<file path="src/rtl/key_evt_pkg.sv">
// rtl/key_evt_pkg.sv - shared types and priority encoder for the key event queue
package key_evt_pkg;

    localparam int NUM_KEYS_DEF   = 4;
    localparam int FIFO_DEPTH_DEF = 8;
    localparam int CODE_W_DEF     = $clog2(NUM_KEYS_DEF);

    typedef logic [CODE_W_DEF-1:0] key_code_t;

    typedef struct packed {
        logic       found;
        logic [3:0] idx;
    } lowest_t;

    // Scan from the top down so the lowest set bit is the last one written.
    function automatic lowest_t lowest_set(input logic [15:0] vec);
        lowest_t r;
        r.found = 1'b0;
        r.idx   = '0;
        for (int i = 15; i >= 0; i--) begin
            if (vec[i]) begin
                r.found = 1'b1;
                r.idx   = 4'(i);
            end
        end
        return r;
    endfunction

endpackage

</file>
<file path="src/rtl/sync_fifo.sv">
// rtl/sync_fifo.sv - show-ahead synchronous FIFO with occupancy count
module sync_fifo #(
    parameter int WIDTH = 2,
    parameter int DEPTH = 8,
    localparam int AW   = $clog2(DEPTH)
) (
    input  logic             clk,
    input  logic             rst_n,
    input  logic             push,
    input  logic [WIDTH-1:0] push_data,
    input  logic             pop,
    output logic [WIDTH-1:0] pop_data,
    output logic             valid,
    output logic             full,
    output logic [AW:0]      count
);

    localparam logic [AW:0] FULL_CNT = (AW+1)'(DEPTH);

    logic [WIDTH-1:0] r_mem [DEPTH];
    logic [AW-1:0]    r_wr_ptr;
    logic [AW-1:0]    r_rd_ptr;
    logic [AW:0]      r_count;
    logic             w_do_push;
    logic             w_do_pop;

    assign full      = (r_count == FULL_CNT);
    assign valid     = (r_count != '0);
    assign w_do_push = push && !full;
    assign w_do_pop  = pop && valid;
    assign pop_data  = r_mem[r_rd_ptr];
    assign count     = r_count;

    // Storage is cleared on reset so the head reads as zero while empty.
    always_ff @(posedge clk or negedge rst_n) begin
        if (!rst_n) begin
            for (int i = 0; i < DEPTH; i++) r_mem[i] <= '0;
            r_wr_ptr <= '0;
            r_rd_ptr <= '0;
            r_count  <= '0;
        end else begin
            if (w_do_push) begin
                r_mem[r_wr_ptr] <= push_data;
                r_wr_ptr        <= r_wr_ptr + 1'b1;
            end
            if (w_do_pop) r_rd_ptr <= r_rd_ptr + 1'b1;
            case ({w_do_push, w_do_pop})
                2'b10:   r_count <= r_count + 1'b1;
                2'b01:   r_count <= r_count - 1'b1;
                default: r_count <= r_count;
            endcase
        end
    end

endmodule

</file>
<file path="src/rtl/key_event_queue.sv">
// rtl/key_event_queue.sv - latches key presses and serialises them into an event FIFO
module key_event_queue
    import key_evt_pkg::*;
#(
    parameter int NUM_KEYS   = NUM_KEYS_DEF,
    parameter int FIFO_DEPTH = FIFO_DEPTH_DEF,
    localparam int CODE_W    = $clog2(NUM_KEYS),
    localparam int CNT_W     = $clog2(FIFO_DEPTH) + 1
) (
    input  logic                clk,
    input  logic                reset_n,
    input  logic [NUM_KEYS-1:0] key_pulse,
    output logic                evt_valid,
    input  logic                evt_ready,
    output logic [CODE_W-1:0]   evt_code,
    output logic [CNT_W-1:0]    evt_count,
    output logic                overflow,
    input  logic                clr_overflow
);

    logic [NUM_KEYS-1:0] r_pending;
    logic                r_overflow;
    logic [15:0]         w_vec;
    lowest_t             w_low;
    logic [CODE_W-1:0]   w_sel;
    logic                w_full;
    logic                w_push;
    logic [NUM_KEYS-1:0] w_clr_mask;
    logic                w_merge;

    always_comb begin
        w_vec                 = '0;
        w_vec[NUM_KEYS-1:0]   = r_pending;
        w_low                 = lowest_set(w_vec);
        w_sel                 = CODE_W'(w_low.idx);
        w_push                = w_low.found && !w_full;
        w_clr_mask            = '0;
        if (w_push) w_clr_mask[w_sel] = 1'b1;
        // A press on a bit that stays pending this cycle is lost.
        w_merge               = |(key_pulse & r_pending & ~w_clr_mask);
    end

    always_ff @(posedge clk or negedge reset_n) begin
        if (!reset_n) begin
            r_pending  <= '0;
            r_overflow <= 1'b0;
        end else begin
            r_pending <= (r_pending & ~w_clr_mask) | key_pulse;
            if (w_merge)           r_overflow <= 1'b1;
            else if (clr_overflow) r_overflow <= 1'b0;
        end
    end

    sync_fifo #(
        .WIDTH (CODE_W),
        .DEPTH (FIFO_DEPTH)
    ) u_fifo (
        .clk       (clk),
        .rst_n     (reset_n),
        .push      (w_push),
        .push_data (w_sel),
        .pop       (evt_ready),
        .pop_data  (evt_code),
        .valid     (evt_valid),
        .full      (w_full),
        .count     (evt_count)
    );

    assign overflow = r_overflow;

endmodule

</file>
<file path="config.mk">
export PLATFORM = sky130hd
export DESIGN_NAME = key_event_queue
export DESIGN_NICKNAME = d
export VERILOG_FILES = /design/src/rtl/key_evt_pkg.sv /design/src/rtl/sync_fifo.sv /design/src/rtl/key_event_queue.sv
export SDC_FILE = /design/constraint.sdc
export NUM_CORES = 1
export LEC_CHECK = 0
export CORE_ASPECT_RATIO = 1.5
export CORE_UTILIZATION = 55
export DETAILED_ROUTE_END_ITERATION = 10
export PLACE_DENSITY = 0.83
export SLEW_MARGIN = 20
export SYNTH_ARGS = -nofsm -noshare
export SYNTH_HDL_FRONTEND = slang
export SYNTH_SLANG_ARGS = --single-unit
export TNS_END_PERCENT = 1
</file>
<file path="constraint.sdc">
create_clock -name clk -period 6.9 [get_ports clk]
set_clock_uncertainty 0.2 [all_clocks]
set_input_delay 1.38 -clock clk [delete_from_list [all_inputs] [get_ports clk]]
set_output_delay 1.38 -clock clk [all_outputs]
set_load 0.05 [all_outputs]
</file>
==> results.toml, run 1 <==
[outcome]
outcome = "completed"

[floorplan]
start_util_pct = 59.0
top_level_ports = 16
die_h_um = 68.3
die_w_um = 46.2
core_area_um2 = 2730
die_area_um2 = 3160
rows = 23

[cts]
clock-root-buffer = "clkbuf_8"
cts_tree = "yes"
cts.sinks = 31
cts_made_buffers = 5
clockBufferDepth = 2
h-tree-depth = 2
path_clk_slew_ns = 0.06
ctsResizeCount = 0
cts_setup_buffers = 0
worst_skew_pair.late_latency_ns = 0.28
holdBufCountCts = 0

[logic_synthesis]
yosysTopAreaCell = "dfrtp_1"
yosysSeqAreaShare_pct = 48.1
synth_fp_nets = 136
netlist_area_um2 = 1610
syn-mean-instance-area_um2 = 13.2
ys_warn_count = 0
ys_ff_latch = 31
synthTopCellsByArea = "dfrtp_1 (48%), mux2_2 (13%), nor4b_4 (5.9%)"
synth_top_area_share_pct = 48.1
syn_inst = 122
ys_types = 32

[routing]
top_layer = "met4"
vias_per_cell = 5.76
met2WireLength_um = 1620
drt-initial-drc-count = 29
wl_met3_um = 89
wl_per_cell_um = 16.4
routed_wl_um = 2940
vias = 1031
drc = 0
final_antenna_net_count = 0
m1WireLength_um = 1100
dr.pass1.iters = 4

[setup_path]
start_kind = "flip-flop"
reg2reg_from = "u_fifo.count[2]"
crit_fanout = 6
cp-startpoint = "u_fifo.r_rd_ptr[0]"
worstPathRequired_ns = 5.32
critPathArrivalTime_ns = 2.32
end_kind = "primary output"
crit_type = "flip-flop to primary output"

[timing]
timing.final.hold_violations = 0
worst_slew_pin_slew_ns = 0.701
timing.final.crit_share_pct = 56.6
max_freq_ghz = 0.256
setup_slack_ns = 3.00
slew-limit-headroom_pct = 52.9
rsz0062_at_grt = "false"
tns_ns = 0
maxSlewViolCount = 0
finalSetupViolCount = 0
period_minus_slack_ns = 3.90

[placed_design]
place_congestion = 0.744
place_area_um2 = 1800
io_buffers = 15
dp_hpwl_um = 2200
pre_cts_slack_ns = 3.29

[finish]
drive_above_1_share_pct = 28.9
post-route-util_pct = 69.6
fillers = 210
antenna_cells = 0
stdcell_area_um2 = 1900
area_delta_synth_final_pct = 17.9
multiInputGateArea_um2 = 785
ff_latch_area_um2 = 776
nets = 155

[power]
leakagePower_nw = 0.829
vdd_drop_max_mv = 0.345
power.density_nw_per_um2 = 499
fin_total_pwr_uw = 950

[global_route]
antenna_found_initial = 0
grt_start_max_net_pins = 32
grt_pass1_vias = 1065
grt_overflow = 0
grt_pass1_wl_um = 4930
grt_usage_pct = 22.7

[min_path]
hold_class = "flip-flop to flip-flop"
hold_start = "u_fifo.r_mem[8]"

[job]
maxCapViolations = 0
registers in the layout (all words and copies together), names as in the netlist:
signal and cells:
u_fifo.r_mem 16, r_pending 4, overflow 1, u_fifo.r_rd_ptr 3, u_fifo.count 4, u_fifo.r_wr_ptr 3
metal layers:
| metal | global-route usage, % | vias to the layer above |
|---|---|---|
| li1 | - | 477 |
| met2 | 37.3 | 30 |
| met3 | 6.60 | 11 |
| met1 | 25.6 | 513 |
| met5 | 0 | - |
| met4 | 12.9 | 0 |
cells in the final DEF (no fill, tap or decap), types with 3 or more instances in the layout:
cell and count:
ha_1 5, inv_1 8, nand2_1 10, mux4_2 4
mux2_2 18, clkbuf_8 7, dfrtp_1 31, clkdlybuf4s50_1 15
o21ai_0 3, xnor2_1 5, nor4b_4 4, a21oi_1 3
final cells by class:
cell class,count,share of cell area [%]
multi-input combinational,78,41.2
sequential,31,40.8
timing repair buffer,16,8.28
inverter,9,2.04
clock buffer,8,5.26
tap,37,2.43
power breakdown:
part	leakage (nW)	internal, mW	switching [mW]
Clock	0.0515	0.0909	0.0631
Sequential	0.374	0.258	0.103
Combinational	0.404	0.221	0.214
through the flow:
step	cells	hold slack [ns]
final	179	0.293
after CTS	179	0.298
after floorplan	122	0.253
after global routing	179	0.328
after global placement	171	0.277
after detailed placement	171	0.284
final timing paths:
| kind | slack [ns] | cells after the start | endpoint |
|---|---|---|---|
| min in group asynchronous | 1.29 | 2 | u_fifo.r_wr_ptr[0] |
| max in group asynchronous | 4.91 | 2 | u_fifo.r_mem[6] |
| worst min-delay path | 0.29 | 1 | u_fifo.r_mem[8] |
| worst min register to register | 0.29 | 1 | u_fifo.r_mem[8] |
| worst max register to register | 4.12 | 9 | u_fifo.count[3] |
| worst max-delay path | 3.00 | 3 | evt_code[0] |
cell usage after synthesis (all sizes together):
cell / count
dfrtp: 31
mux2: 19
nand2: 10
inv: 9
ha: 5
xnor2: 5
mux4: 4
nor3: 4
nor4b: 4
a21oi: 3
nor2: 3
o21ai: 3
a21o: 2
buf: 2
clkbuf: 2
nand3: 2
nor4: 2
xor2: 2
a31oi: 1
a32o: 1
and3: 1
and4b: 1
fa: 1
mux2i: 1
nand4: 1
o221ai: 1
or3: 1
or4: 1
worst max-delay path, cell delays in order, from the launching register on:
cell and delay, ns:
dfrtp_1 0.53, mux4_2 0.55, mux2_2 0.27, clkdlybuf4s50_1 0.70
cells by family after synthesis:
| kind of cell | share of synthesized area [%] |
|---|---|
| flops | 48.1 |
| compound gates | 4.34 |
| mux | 19.5 |
| simple gates | 15.9 |
| xor+xnor | 3.80 |
| buf+inv | 3.33 |
| fa+ha+maj | 5.12 |
Note: power is estimated with default switching activity, not from simulation.
==> run 2, diff against run 1 <==
--- a/config.mk
+++ b/config.mk
@@ -6,9 +6,9 @@
 export NUM_CORES = 1
 export LEC_CHECK = 0
 export CORE_ASPECT_RATIO = 1.5
-export CORE_UTILIZATION = 55
+export CORE_UTILIZATION = 50
 export DETAILED_ROUTE_END_ITERATION = 10
-export PLACE_DENSITY = 0.83
+export PLACE_DENSITY = 0.8
 export SLEW_MARGIN = 20
 export SYNTH_ARGS = -nofsm -noshare
 export SYNTH_HDL_FRONTEND = slang
==> constraint.sdc (replaced) <==
create_clock -name clk -period 3.2 [get_ports clk]
set_clock_uncertainty 0.2 [all_clocks]
set_input_delay 0.64 -clock clk [delete_from_list [all_inputs] [get_ports clk]]
set_output_delay 0.64 -clock clk [all_outputs]
set_load 0.05 [all_outputs]
==> run 2 against run 1 <==
Compared with the run above: via count decreased by 0.78%; sequential power increased by 120%; clock-buffer cell count decreased by 2; combinational power increased by 120%; global-route usage decreased by 2.1 points; largest power group unchanged; highest routed layer unchanged; routed wire length increased by 0.75%; largest cell class unchanged; first-iteration DRC count increased by 17%; sequential cell count unchanged; critical endpoint is now evt_valid; final cell count increased by 0.56%; register-to-register slack got worse by 3.7 ns; sequential share of layout area increased by 0.11 points.
==> results.toml, run 2 (synthesis gave the netlist of run 1 again) <==
[outcome]
outcome = "completed"

[setup_path]
crit_type = "flip-flop to primary output"
cp-startpoint = "u_fifo.count[2]"
crit_fanout = 5
r2r_cells = 9
reg2reg_slack_ns = 0.41
critical-path-max-stage-delay_ns = 0.73
end_kind = "primary output"
crit_chain = "or4_1 -> clkdlybuf4s50_1"
reg2reg_from = "u_fifo.count[2]"
cp_slowest_cell = "clkdlybuf4s50_1"
start_kind = "flip-flop"
critPathArrivalTime_ns = 2.05
reg2reg_to = "u_fifo.count[3]"
worstPathRequired_ns = 2.36

[routing]
final_antenna_net_count = 0
dr.pass1.iters = 4
wl_per_cell_um = 16.5
drt-initial-drc-count = 34
vias_per_cell = 5.68
drc = 0
vias = 1023
routed_wl_um = 2970

[global_route]
grt_usage_pct = 20.7
antenna_found_initial = 0
grt_pass1_wl_um = 5130
grt_pass1_vias = 1060
grt_overflow = 0
grt_start_max_net_pins = 32

[power]
pwr-share-comb_pct = 46.2
vdd_drop_max_mv = 0.705
leakagePower_nw = 0.853
p_seq_share_pct = 38.7
switching_power_uw = 827
power.density_nw_per_um2 = 1070
switching_share_pct = 40.7
clkPwrFrac_pct = 15.1
power.internal_mw = 1.20

[cts]
path_clk_slew_ns = 0.06
clock-root-buffer = "clkbuf_8"
cts_setup_buffers = 0
h-tree-depth = 2
cts.sinks = 31
worst_skew_pair.late_latency_ns = 0.28
cts_made_buffers = 5
cts_tree = "yes"
clockBufferDepth = 2

[timing]
tns_ns = 0
rsz0062_at_grt = "false"
finalSetupViolCount = 0
whs_ns = 0.317
timing.final.crit_share_pct = 90.4
period_minus_slack_ns = 2.89
max_freq_ghz = 0.346
timing.final.hold_violations = 0
worst_slew_pin_slew_ns = 0.957
slew-limit-headroom_pct = 35.7
maxSlewViolCount = 0

[floorplan]
start_util_pct = 53.8
top_level_ports = 16
core_area_um2 = 3000
die_area_um2 = 3460
rows = 24
die_h_um = 71.6
die_w_um = 48.4

[min_path]
hold_class = "flip-flop to flip-flop"
whs_path_depth = 1
hold_start = "u_fifo.r_mem[13]"
whs_endpoint = "u_fifo.r_mem[13]"

[finish]
post-route-util_pct = 63.2
antenna_cells = 0
nets = 155
layout.cells.most_common = "dfrtp_1"
final_cell_mix = "dfrtp_1 (31), mux2_2 (18), clkdlybuf4s50_1 (13)"
fillers = 243
largest_reg_flops = 16
area_delta_synth_final_pct = 17.6
regMostFlops = "u_fifo.r_mem"
drive_above_1_share_pct = 29.1

[placed_design]
dp_hpwl_um = 2150
place_congestion = 0.818
io_buffers = 15

[job]
maxCapViolations = 0
## run 2: changes by cell type in the layout (fill, tap and decap cells not counted)
| cell | delta |
|---|---|
| clkdlybuf4s50_1 | -2 |
| clkbuf_1 | -1 |
| dlymetal6s2s_1 | +2 |
| clkinv_2 | +1 |
| clkbuf_8 | -1 |
## run 2: area by class of cell
class	instances	area [µm²]	area share (%)
timing repair buffer	16	163	8.57
multi-input combinational	78	785	41.3
clock inverter	1	5.00	0.264
inverter	9	38.8	2.04
clock buffer	6	82.6	4.35
tap	39	48.8	2.57
sequential	31	776	40.9
## run 2: worst max path at each step
stage,slack [ns],cells past startpoint,end
after floorplan,0.05,9,u_fifo.count[3]
after global placement,0.38,3,evt_code[0]
after detailed placement,0.35,3,evt_code[1]
after CTS,0.03,3,evt_code[1]
after global routing,0.21,9,u_fifo.count[3]
final,0.31,2,evt_valid
## run 2: what timing repair did
action	CTS	global route
gates resized for setup	0	2
endpoints found under the setup margin	0	2
hold endpoints to repair	0	0
hold buffers	0	0
## run 2: power groups by stage
stage / clock [mW] / combinational (mW) / sequential (mW)
6_report: 0.306 / 0.937 / 0.786
5_1_grt: 0.335 / 1.01 / 0.815
4_1_cts: 0.315 / 0.953 / 0.785
3_5_place_dp: 0 / 0.945 / 0.791
3_3_place_gp: 0 / 0.915 / 0.776
2_1_floorplan: 0 / 0.731 / 0.755
## run 2: worst max-delay path, delay by kind of cell, from the launching register on
family                 cells  cell delay, ns
DFF                        1            0.45
and+or+nand+nor            1            0.58
buffers and inverters      1            0.73
## run 2: metrics by stage
step | area, µm² | setup slack (ns) | power (mW) | instances
global route | 1900 | 0.214 | 2.16 | 180
floorplan | 1610 | 0.0533 | 1.49 | 122
CTS | 1890 | 0.0274 | 2.05 | 180
global placement | 1810 | 0.382 | 1.69 | 173
finish | 1900 | 0.307 | 2.03 | 180
detailed placement | 1810 | 0.350 | 1.74 | 173
## run 2: routing by layer
layer | share of wire, % | GRT usage, % | routed length, µm | up-vias
li1 | - | - | - | 476
met1 | 41 | 23.3 | 1210 | 514
met2 | 53 | 35.2 | 1560 | 24
met3 | 3.8 | 5.52 | 113 | 9
met4 | 2.9 | 12.1 | 86 | 0
met5 | 0 | 0 | 0 | -
==> run 3, diff against run 2 <==
--- a/config.mk
+++ b/config.mk
@@ -9,7 +9,8 @@
 export CORE_UTILIZATION = 50
 export DETAILED_ROUTE_END_ITERATION = 10
 export PLACE_DENSITY = 0.8
-export SLEW_MARGIN = 20
+export SKIP_LAST_GASP = 1
+export SLEW_MARGIN = 0
 export SYNTH_ARGS = -nofsm -noshare
 export SYNTH_HDL_FRONTEND = slang
 export SYNTH_SLANG_ARGS = --single-unit
==> run 3 against run 2 <==
Compared with the run above: critical path depth rose by 1; critical path type unchanged; routed wire length about the same; clock power is essentially flat; clock-buffer cell count unchanged; utilization fell by 0.083 points; critical endpoint is now evt_code[1]; sequential cell count did not move; fmax down 8.1%; non-clock buffer count stayed put.
==> results.toml, run 3 (synthesis gave the netlist of run 1 again) <==
[routing]
drt-initial-drc-count = 34
wl_per_cell_um = 16.5
vias_per_cell = 5.67
dr.pass1.iters = 4
routed_wl_um = 2960
drc = 0
final_antenna_net_count = 0
vias = 1021

[global_route]
grt_pass1_vias = 1060
grt_pass1_wl_um = 5130
grt_usage_pct = 20.7
antenna_found_initial = 0
grt_overflow = 0
grt_start_max_net_pins = 32

[outcome]
outcome = "completed"

[cts]
cts.sinks = 31
clock-root-buffer = "clkbuf_8"
cts_made_buffers = 5
cts_tree = "yes"
h-tree-depth = 2
cts_setup_buffers = 0
clockBufferDepth = 2
path_clk_slew_ns = 0.06
worst_skew_pair.late_latency_ns = 0.28

[timing]
worst_slew_pin_slew_ns = 0.957
setup_slack_ns = 0.0523
timing.final.hold_violations = 0
max_freq_ghz = 0.318
period_minus_slack_ns = 3.15
rsz0062_at_grt = "true"
finalSetupViolCount = 0
whs_ns = 0.317
timing.final.crit_share_pct = 98.4
slew-limit-headroom_pct = 35.7
maxSlewViolCount = 0

[min_path]
whs_endpoint = "u_fifo.r_mem[13]"
hold_start = "u_fifo.r_mem[13]"
whs_path_depth = 1
hold_class = "flip-flop to flip-flop"

[setup_path]
reg2reg_slack_ns = 0.41
r2r_cells = 9
crit_type = "flip-flop to primary output"
cp-startpoint = "u_fifo.r_rd_ptr[0]"
worstPathRequired_ns = 2.36
reg2reg_from = "u_fifo.count[2]"
end_kind = "primary output"
critPathArrivalTime_ns = 2.31
start_kind = "flip-flop"
reg2reg_to = "u_fifo.count[3]"
crit_fanout = 6

[finish]
fillers = 244
area_delta_synth_final_pct = 17.4
layout.cells.most_common = "dfrtp_1"
regMostFlops = "u_fifo.r_mem"
final_cell_mix = "dfrtp_1 (31), mux2_2 (18), clkdlybuf4s50_1 (14)"
drive_above_1_share_pct = 29.1
largest_reg_flops = 16
antenna_cells = 0
nets = 155

[floorplan]
top_level_ports = 16
core_area_um2 = 3000
die_area_um2 = 3460
start_util_pct = 53.8
rows = 24
die_w_um = 48.4
die_h_um = 71.6

[job]
maxCapViolations = 0

[placed_design]
pre_cts_slack_ns = 0.350
io_buffers = 15
place_congestion = 0.818
dp_hpwl_um = 2150

[power]
leakagePower_nw = 0.837
power.density_nw_per_um2 = 1070
fin_total_pwr_mw = 2.03
vdd_drop_max_mv = 0.846
run 3: changes by cell type in the layout (fill, tap and decap cells not counted):
cell | before | now
dlymetal6s2s_1 | 2 | 1
clkdlybuf4s50_1 | 13 | 14
run 3: where the power goes:
part | total (mW) | switching [mW] | leakage (nW) | internal [mW]
logic | 0.938 | 0.460 | 0.416 | 0.478
clock network | 0.306 | 0.138 | 0.0470 | 0.168
registers | 0.786 | 0.229 | 0.374 | 0.557
total | 2.03 | 0.827 | 0.837 | 1.20
run 3: stage by stage:
| stage | area (µm²) | setup TNS, ns | cells | util, % |
|---|---|---|---|---|
| finish | 1900 | 0 | 180 | 63.1 |
| floorplan | 1610 | 0 | 122 | - |
| global placement | 1810 | 0 | 173 | 60.1 |
| CTS | 1890 | 0 | 180 | 63.0 |
| detailed placement | 1810 | 0 | 173 | 60.1 |
| global route | 1900 | -0.0477 | 180 | 63.1 |
run 3: routing by layer:
metal | wire length (µm) | vias up | GRT usage [%]
li1 | - | 476 | -
met1 | 1210 | 512 | 23.3
met2 | 1560 | 24 | 35.2
met3 | 110 | 9 | 5.52
met4 | 86 | 0 | 12.1
met5 | 0 | - | 0
run 3: timing repair:
item	CTS	global route
hold endpoints to repair	0	0
hold buffers	0	0
gates resized for setup	0	1
endpoints found under the setup margin	0	2
run 3: cell type report:
class,count,area [µm²],share of cell area [%]
clock inverter,1,5.00,0.264
inverter,9,38.8,2.05
sequential,31,776,40.9
tap,39,48.8,2.57
multi-input combinational,78,785,41.4
clock buffer,6,82.6,4.36
timing repair buffer,16,160,8.45
run 3: how the worst max path moves through the flow:
| stage | to | slack, ns |
|---|---|---|
| 2_1_floorplan | u_fifo.count[3] | 0.05 |
| 3_3_place_gp | evt_code[0] | 0.38 |
| 3_5_place_dp | evt_code[1] | 0.35 |
| 4_1_cts | evt_code[1] | 0.03 |
| 5_1_grt | evt_code[1] | -0.05 |
| 6_report | evt_code[1] | 0.05 |
run 3: worst max-delay path, stage by stage (launching register included):
cell and delay, ns:
dfrtp_1 0.52, mux4_2 0.54, mux2_2 0.27, clkdlybuf4s50_1 0.69
